===== src/rtl/instr_fetch_unit_pkg.sv =====
// Shared definitions for the fetch stage: FSM state codes, PC source select
// codes and the default datapath width.
package instr_fetch_unit_pkg;

    localparam int DATA_W = 16;

    typedef enum logic [1:0] {
        FETCH_IDLE = 2'b00,
        FETCH_REQ  = 2'b01,
        FETCH_ERR  = 2'b10
    } fetch_state_t;

    typedef enum logic [1:0] {
        PCSRC_INC  = 2'b00,
        PCSRC_ALU  = 2'b01,
        PCSRC_REGA = 2'b10,
        PCSRC_HOLD = 2'b11
    } pc_src_t;

endpackage


===== src/rtl/instr_fetch_unit_pc_next_mux.sv =====
// Next-PC selector: picks the sequential, branch or jump-register target.
// Shared by the immediate PC load and the pending-redirect capture.
module instr_fetch_unit_pc_next_mux
    import instr_fetch_unit_pkg::*;
#(
    parameter int DATA_W = instr_fetch_unit_pkg::DATA_W,
    parameter int PC_INC = 2
) (
    input  logic [1:0]        pc_source,
    input  logic [DATA_W-1:0] pc,
    input  logic [DATA_W-1:0] alu_out,
    input  logic [DATA_W-1:0] reg_a,
    output logic [DATA_W-1:0] pc_next
);

    // Select the candidate PC; HOLD returns the current PC unchanged.
    always_comb begin
        // NOTE: assign a default before the case so no path leaves pc_next
        // unassigned, which would otherwise infer a latch.
        pc_next = pc;
        case (pc_src_t'(pc_source))
            PCSRC_INC:  pc_next = pc + DATA_W'(PC_INC);
            PCSRC_ALU:  pc_next = alu_out;
            PCSRC_REGA: pc_next = reg_a;
            default:    pc_next = pc;
        endcase
    end

endmodule


===== src/rtl/instr_fetch_unit.sv =====
// Multicycle fetch stage: owns PC and IR, runs the req/ack handshake to
// instruction memory with a timeout, and buffers PC redirects that arrive
// while a fetch is in flight.
module instr_fetch_unit
    import instr_fetch_unit_pkg::*;
#(
    parameter int                DATA_W   = instr_fetch_unit_pkg::DATA_W,
    parameter logic [DATA_W-1:0] RESET_PC = '0,
    parameter int                PC_INC   = 2,
    parameter int                MAX_WAIT = 8
) (
    input  logic              CLK,
    input  logic              Reset,
    input  logic              FetchStart,
    input  logic              PCWrite,
    input  logic [1:0]        PCSource,
    input  logic [DATA_W-1:0] ALUOut,
    input  logic [DATA_W-1:0] Reg_A,
    input  logic              MemAck,
    input  logic [DATA_W-1:0] MemRData,
    output logic              MemReq,
    output logic [DATA_W-1:0] MemAddr,
    output logic [DATA_W-1:0] IR,
    output logic [3:0]        IR15_12,
    output logic [7:0]        IR7_0,
    output logic [3:0]        IR3_0,
    output logic [DATA_W-1:0] PC,
    output logic              IRValid,
    output logic              Busy,
    output logic              FetchErr
);

    localparam int WAIT_W = $clog2(MAX_WAIT + 1);

    fetch_state_t      state, state_next;
    logic [WAIT_W-1:0] wait_cnt;
    logic [DATA_W-1:0] pc_q, ir_q, pend_pc, pc_sel;
    logic              pend_valid;
    logic              mem_req_q, busy_q, fetch_err_q, ir_valid_q;
    logic              redirect, fetch_go, fetch_done;

    // A HOLD write is a no-op: it neither moves PC nor records a redirect.
    assign redirect = PCWrite && (pc_src_t'(PCSource) != PCSRC_HOLD);

    instr_fetch_unit_pc_next_mux #(
        .DATA_W (DATA_W),
        .PC_INC (PC_INC)
    ) u_pc_next_mux (
        .pc_source (PCSource),
        .pc        (pc_q),
        .alu_out   (ALUOut),
        .reg_a     (Reg_A),
        .pc_next   (pc_sel)
    );

    // FSM state register.
    always_ff @(posedge CLK) begin
        // NOTE: sequential state uses <= so every flop samples pre-edge values.
        if (Reset) state <= FETCH_IDLE;
        else       state <= state_next;
    end

    // Next-state decode; an ack on the last allowed wait cycle still wins.
    always_comb begin
        state_next = state;
        fetch_go   = 1'b0;
        fetch_done = 1'b0;
        case (state)
            FETCH_IDLE: begin
                if (FetchStart) begin
                    fetch_go   = 1'b1;
                    state_next = FETCH_REQ;
                end
            end
            FETCH_REQ: begin
                if (MemAck) begin
                    fetch_done = 1'b1;
                    state_next = FETCH_IDLE;
                end else if (wait_cnt == WAIT_W'(MAX_WAIT - 1)) begin
                    state_next = FETCH_ERR;
                end
            end
            FETCH_ERR: state_next = FETCH_ERR;
            default:   state_next = FETCH_IDLE;
        endcase
    end

    // PC, IR, pending redirect, wait counter and registered status outputs.
    always_ff @(posedge CLK) begin
        if (Reset) begin
            pc_q        <= RESET_PC;
            ir_q        <= '0;
            pend_pc     <= '0;
            pend_valid  <= 1'b0;
            wait_cnt    <= '0;
            ir_valid_q  <= 1'b0;
            mem_req_q   <= 1'b0;
            busy_q      <= 1'b0;
            fetch_err_q <= 1'b0;
        end else begin
            mem_req_q   <= (state_next == FETCH_REQ);
            busy_q      <= (state_next == FETCH_REQ);
            fetch_err_q <= (state_next == FETCH_ERR);

            // In IDLE a write lands now, so a same-cycle fetch uses the new PC.
            if (state == FETCH_IDLE && redirect) pc_q <= pc_sel;

            if (fetch_go) begin
                wait_cnt   <= '0;
                ir_valid_q <= 1'b0;
                pend_valid <= 1'b0;
            end

            // In REQ, MemAddr must stay put: park the target until completion.
            if (state == FETCH_REQ) begin
                if (redirect) begin
                    pend_pc    <= pc_sel;
                    pend_valid <= 1'b1;
                end
                if (!MemAck) wait_cnt <= wait_cnt + 1'b1;
            end

            if (fetch_done) begin
                ir_q       <= MemRData;
                ir_valid_q <= 1'b1;
                pend_valid <= 1'b0;
                if (redirect)        pc_q <= pc_sel;
                else if (pend_valid) pc_q <= pend_pc;
                else                 pc_q <= pc_q + DATA_W'(PC_INC);
            end
        end
    end

    assign MemReq   = mem_req_q;
    assign Busy     = busy_q;
    assign FetchErr = fetch_err_q;
    assign IRValid  = ir_valid_q;
    assign PC       = pc_q;
    assign MemAddr  = pc_q;
    assign IR       = ir_q;
    assign IR15_12  = ir_q[DATA_W-1 -: 4];
    assign IR7_0    = ir_q[7:0];
    assign IR3_0    = ir_q[3:0];

endmodule


===== config.mk =====
export PLATFORM = sky130hd
export DESIGN_NAME = instr_fetch_unit
export DESIGN_NICKNAME = d
export VERILOG_FILES = /design/src/rtl/instr_fetch_unit_pkg.sv /design/src/rtl/instr_fetch_unit_pc_next_mux.sv /design/src/rtl/instr_fetch_unit.sv
export SDC_FILE = /design/constraint.sdc
export NUM_CORES = 1
export LEC_CHECK = 0
export BUFFER_PORTS_ARGS = -buffer_cell sky130_fd_sc_hd__buf_2
export CORE_MARGIN = 3
export CORE_UTILIZATION = 40
export DETAILED_ROUTE_END_ITERATION = 16
export PLACE_DENSITY = 0.64
export SYNTH_ARGS = -nofsm -noshare
export SYNTH_HDL_FRONTEND = slang
export SYNTH_HIERARCHICAL = 1
export SYNTH_SLANG_ARGS = --single-unit
export TNS_END_PERCENT = 10

===== constraint.sdc =====
create_clock -name CLK -period 2.4 [get_ports CLK]
set_input_delay 0.12 -clock CLK [delete_from_list [all_inputs] [get_ports CLK]]
set_output_delay 0.12 -clock CLK [all_outputs]
set_load 0.01 [all_outputs]

======== Word-level counts from Yosys, hierarchy flattened ========
Cells that the tools add are included.
storage, ports and cells
  register bits ........................... 58
  output and inout port bits .............. 68
  logic and storage cells ................. 48
cells by class
  add/subtract/negate cells ............... 2
  equality and inequality tests ........... 8
  multiplexer cells ....................... 21
  reduce and logical (&&, ||, !) cells .... 8
operator list
  operator               number
  $mux 16                4
  $pmux 16 s3            1
  $add 16x2->16 const B  1
  $mux 4                 3
  $mux 1                 9
  $eq 2x1->1 const B     3
  $eq 2x2->1 const B     3
  $mux 2                 3
  $pmux 2 s3             1
  $add 4x1->4 const B    1
  $eq 4x3->1 const B     1
  $logic_not 2->1        2
  $reduce_bool 2->1      2
  $logic_and 1x1->1      2
  $ne 2x2->1 const B     1
  $reduce_and 2->1       1
  $reduce_or 2->1        1

======== Depth between registers and ports, before layout ========
  word-level depth ........................ 5
  depth in mapped cells ................... 9

======== Hierarchy ========
The synthesis kept the hierarchy.
modules (own cells, without submodules)
  module                        times used  cells an instance  area each (µm²)  sequential area each (µm²)
  instr_fetch_unit              1           369                2866.5           1161.1
  instr_fetch_unit_pc_next_mux  1           69                 701.9            0.0

======== Least setup slack after synthesis ========
OpenSTA, ideal clock, no wires.
  path type ............................... reg2reg
  from .................................... register pc_q[1], in the netlist MemAddr[1]
  to ...................................... register pc_q[13], in the netlist MemAddr[13]
  setup time .............................. 0.132 ns
  arrival time ............................ 2.097 ns
  data required time ...................... 2.268 ns
  slack ................................... 0.171 ns
  stages on the path, launching flop included .. 10
  buffers on the path ..................... 0
  clock period less this slack ............ 2.229 ns
  cells stage by stage .................... dfxtp_1 -> ha_1 -> nand3_2 -> nor4_1 -> xor2_1 -> mux4_2 -> nand2_1 -> nand2_1 -> o21ai_0 -> a21oi_1
between the ends
  longest elaborated chain between the ends .. 4
ends and longest elaborated chain
  item                               line                                              text
  from (decl)                        instr_fetch_unit.sv:37                            logic [DATA_W-1:0] pc_q, ir_q, pend_pc, pc_sel;
  from (signal assigned)             instr_fetch_unit.sv:106                           if (state == FETCH_IDLE && redirect) pc_q <= pc_sel;
  from (signal assigned)             instr_fetch_unit.sv:127                           if (redirect) pc_q <= pc_sel;
  from (signal assigned)             instr_fetch_unit.sv:128                           else if (pend_valid) pc_q <= pend_pc;
  $add 16x2->16 *                    instr_fetch_unit_pc_next_mux.sv:22                PCSRC_INC: pc_next = pc + DATA_W'(PC_INC);
  $pmux 16 s3 *                      instr_fetch_unit_pc_next_mux.sv:21                case (pc_src_t'(pc_source))
  net pc_sel[13]                     instr_fetch_unit.sv:37
  $mux 16, on equally long branches  instr_fetch_unit.sv:106, instr_fetch_unit.sv:127
  $mux 16 *                          instr_fetch_unit.sv:123                           if (fetch_done) begin
Mark *: on every way through the listed nets, which the timed path passes. The rest lies on a longest branch. The select of a mux whose other input is x is not followed.
A chain may end at the register's enable or synchronous reset.

======== Final worst setup path ========
  from .................................... register pc_q[2], in the netlist MemAddr[2]
  to ...................................... register pc_q[13], in the netlist MemAddr[13]
Same word-level chain as after synthesis.

==> results.txt <==
CP max stage cell: mux4_2
Drt wl/cell: 15.57 um
Area grow syn2layout: 22.48%
RSZ-0062 raised after global routing: no
Initial DRC Count: 209
Cts bufs inserted: 9
Top Ports: 123
Largest net degree at the start of global routing: 28
Top-count cell post-synth: nand2_1
HPWL after DPL: 7.450 mm
Synth warnings: 6
Multi-input gate area: 0.002006 sq mm
Final hold violations: 0
Clock skew: 0.009677 ns
Clock tree buffer depth: 2
Final-stage net count: 598
Crit path largest cell delay: 0.48 ns
Setup-failing EPs final: 0
CTS H-tree depth: 3
Synth Area per Inst: 8.147 sq um
Post-Route Utilization: 51.89%
Worst Setup Path Type: flip-flop to flip-flop
Critical Path Sink Type: flip-flop
Sequential cell area fraction in the yosys report: 32.54%
Total of max-cap violations: 0
CP cell instances: ha_1 > nand3_2 > nor4_1 > xor2_1 > mux4_2 > nand2_1 > nand2_1 > o21ai_0 > a21oi_1
Slew at the pin with the worst max-slew slack: 0.5226 ns
Maximum vdd drop: 292.9 uV
Synth top area share: 32.54%
Initial antenna violation count: 0
Mapped Nets: 496
Skew-Pair Late Insertion Delay: 0.33 ns
Area leader, netlist: dfxtp_1
CTS tree: built
Core ar.: 0.008423 sq mm
Startpoint types: flip-flop
Grt ovf: 0
Vias: 3505
Clk sink count: 58
GPL Wtd Cong: 0.8571
I/O Buffers: 122
DR DRC count: 0
First-pass GRT wire length: 16.12 mm
Global Route Usage Sum: 20.13%
Leakage: 1.892 nW
Tightest Hold Check Type: input port to flip-flop
Outcome: complete, no violations
Storage element area: 0.001161 sq mm
Die boundary height: 100.5 um
Die area: 0.01009 sq mm
Filler cell count: 842
Number of synthesized flops with an enable pin: 0
Die width: 100.5 um
Post-CTS Setup Bufs: 0
Root Buffer: clkbuf_8
Final wirelength: 10.12 mm
Top cells by count, synth: 84 x nand2_1, 58 x dfxtp_1, 56 x a21oi_1, 33 x buf_4, 25 x nor2_1
Worst path required time: 2.59 ns
Mapped Area: 0.003568 sq mm
Asr flop ratio synth: 0%
Clk slew on worst S/H paths: 0.07 ns
Hold buffers post-CTS: 0
Number of global-route vias before repair: 3352
Worst path most repeated cell: nand2_1
Initial Utilization: 42.36%
Final min period: 2.242 ns
Critical path arrival: 2.43 ns
Slew Viols, Final: 0
Vias per std cell: 5.392
Synth Instances: 438
Pre-antenna DRT Iters: 4
TNS Setup: 0 ns
Count of different cell masters after synthesis: 55
Post-CTS Resized: 0
Synth Register Bits: 58
PwrDens: 603.4 mW/mm^2
Routed Antenna Nets: 0
Fmax: 445.9 MHz
Synth area leaders: dfxtp_1 33%, nand2_1 8.8%, a21oi_1 7.9%, mux4_2 7.6%, buf_4 6.9%
Fin crit share: 93.44%
FP Rows: 33
Layout cell share with drive strength beyond 1: 34.31%
Worst slew margin: 65.16%
Synth Flop Type: dfxtp_1
CP max FO: 6
Antenna fix cells: 0
[worst max-delay path, delay by kind of cell, from the launching register on]
kind            cells  cell delay [ns]
compound gates      2             0.15
xor+xnor            1             0.11
fa+ha+maj           1             0.24
mux                 1             0.48
simple gates        4             0.73
flops               1             0.40
[placed cells by master (no fill, tap or decap), types with 4 or more instances in the layout]
master / synthesis / routed
buf_2: 4 / 122
nand2_1: 84 / 84
dfxtp_1: 58 / 58
a21oi_1: 56 / 56
buf_4: 33 / 28
nor2_1: 25 / 25
o21ai_0: 14 / 14
nand3_1: 12 / 12
mux4_2: 12 / 12
xor2_1: 11 / 11
nor3_1: 11 / 11
clkbuf_8: 2 / 11
xnor2_1: 9 / 9
inv_1: 6 / 6
a211oi_1: 6 / 6
a22oi_1: 6 / 6
a221oi_1: 6 / 6
mux2i_1: 5 / 5
nand4_1: 4 / 4
o211ai_1: 4 / 4
nand2b_1: 4 / 4
[metal layers]
metal / up-vias / global-route usage [%] / routed length (um)
met5: - / 0 / 0
met4: 0 / 7.668 / 223
met3: 15 / 4.637 / 608
met2: 103 / 32.87 / 4900
met1: 1663 / 25.90 / 4390
li1: 1724 / - / -
[final timing paths]
check / start / endpoint / slack, ns / depth (start not counted)
worst max-delay path: MemAddr[2] / MemAddr[13] / 0.16 / 9
worst min-delay path: MemRData[1] / IR[1] / 0.02 / 3
worst max register to register: MemAddr[2] / MemAddr[13] / 0.16 / 9
worst min register to register: pend_pc[6] / pend_pc[6] / 0.45 / 2
[report_power, final]
part	internal, W	leakage (nW)	switching, W
sequential	0.00101	0.472	0.0000462
clock	0.000642	0.117	0.000393
combinational	0.000245	1.30	0.000302
[through the flow]
| step | instances | hold WS [ns] | setup slack (ns) | power (W) | area (sq um) |
|---|---|---|---|---|---|
| after global placement | 634 | 0.3616 | 0.3007 | 0.001616 | 4141 |
| final | 650 | 0.01653 | 0.1575 | 0.002637 | 4370 |
| after floorplan | 438 | 0.2560 | 0.1711 | 0.001440 | 3568 |
| after CTS | 650 | 0.004805 | 0.1837 | 0.002659 | 4370 |
| after global routing | 650 | 0.01065 | 0.03015 | 0.002762 | 4370 |
| after detailed placement | 634 | 0.3640 | 0.2084 | 0.001625 | 4141 |
[cell families after synthesis]
kind of cell	share of synthesized area, %
AND/OR/NAND/NOR	21.60
buffers and inverters	11.26
XOR/XNOR	4.909
multiplexers	9.713
AO/OA/AOI/OAI	18.93
flip-flops	32.54
adder cells (fa/ha/maj)	1.052
[state kept, by name, summed over array words and instances, names as in the netlist]
name	flops
pend_valid	1
MemAddr	16
IRValid	1
state	2
Busy	1
IR	16
wait_cnt	4
FetchErr	1
pend_pc	16
[area by class of cell]
type                    count  area share, %
flip-flops and latches     58          26.57
well taps                 105          3.006
inverters                   6         0.5153
clock inverters             4          1.689
multi-input cells         315          45.89
repair buffers            150          18.78
clock buffers              12          3.550
Note: power is estimated with default switching activity, not from simulation.
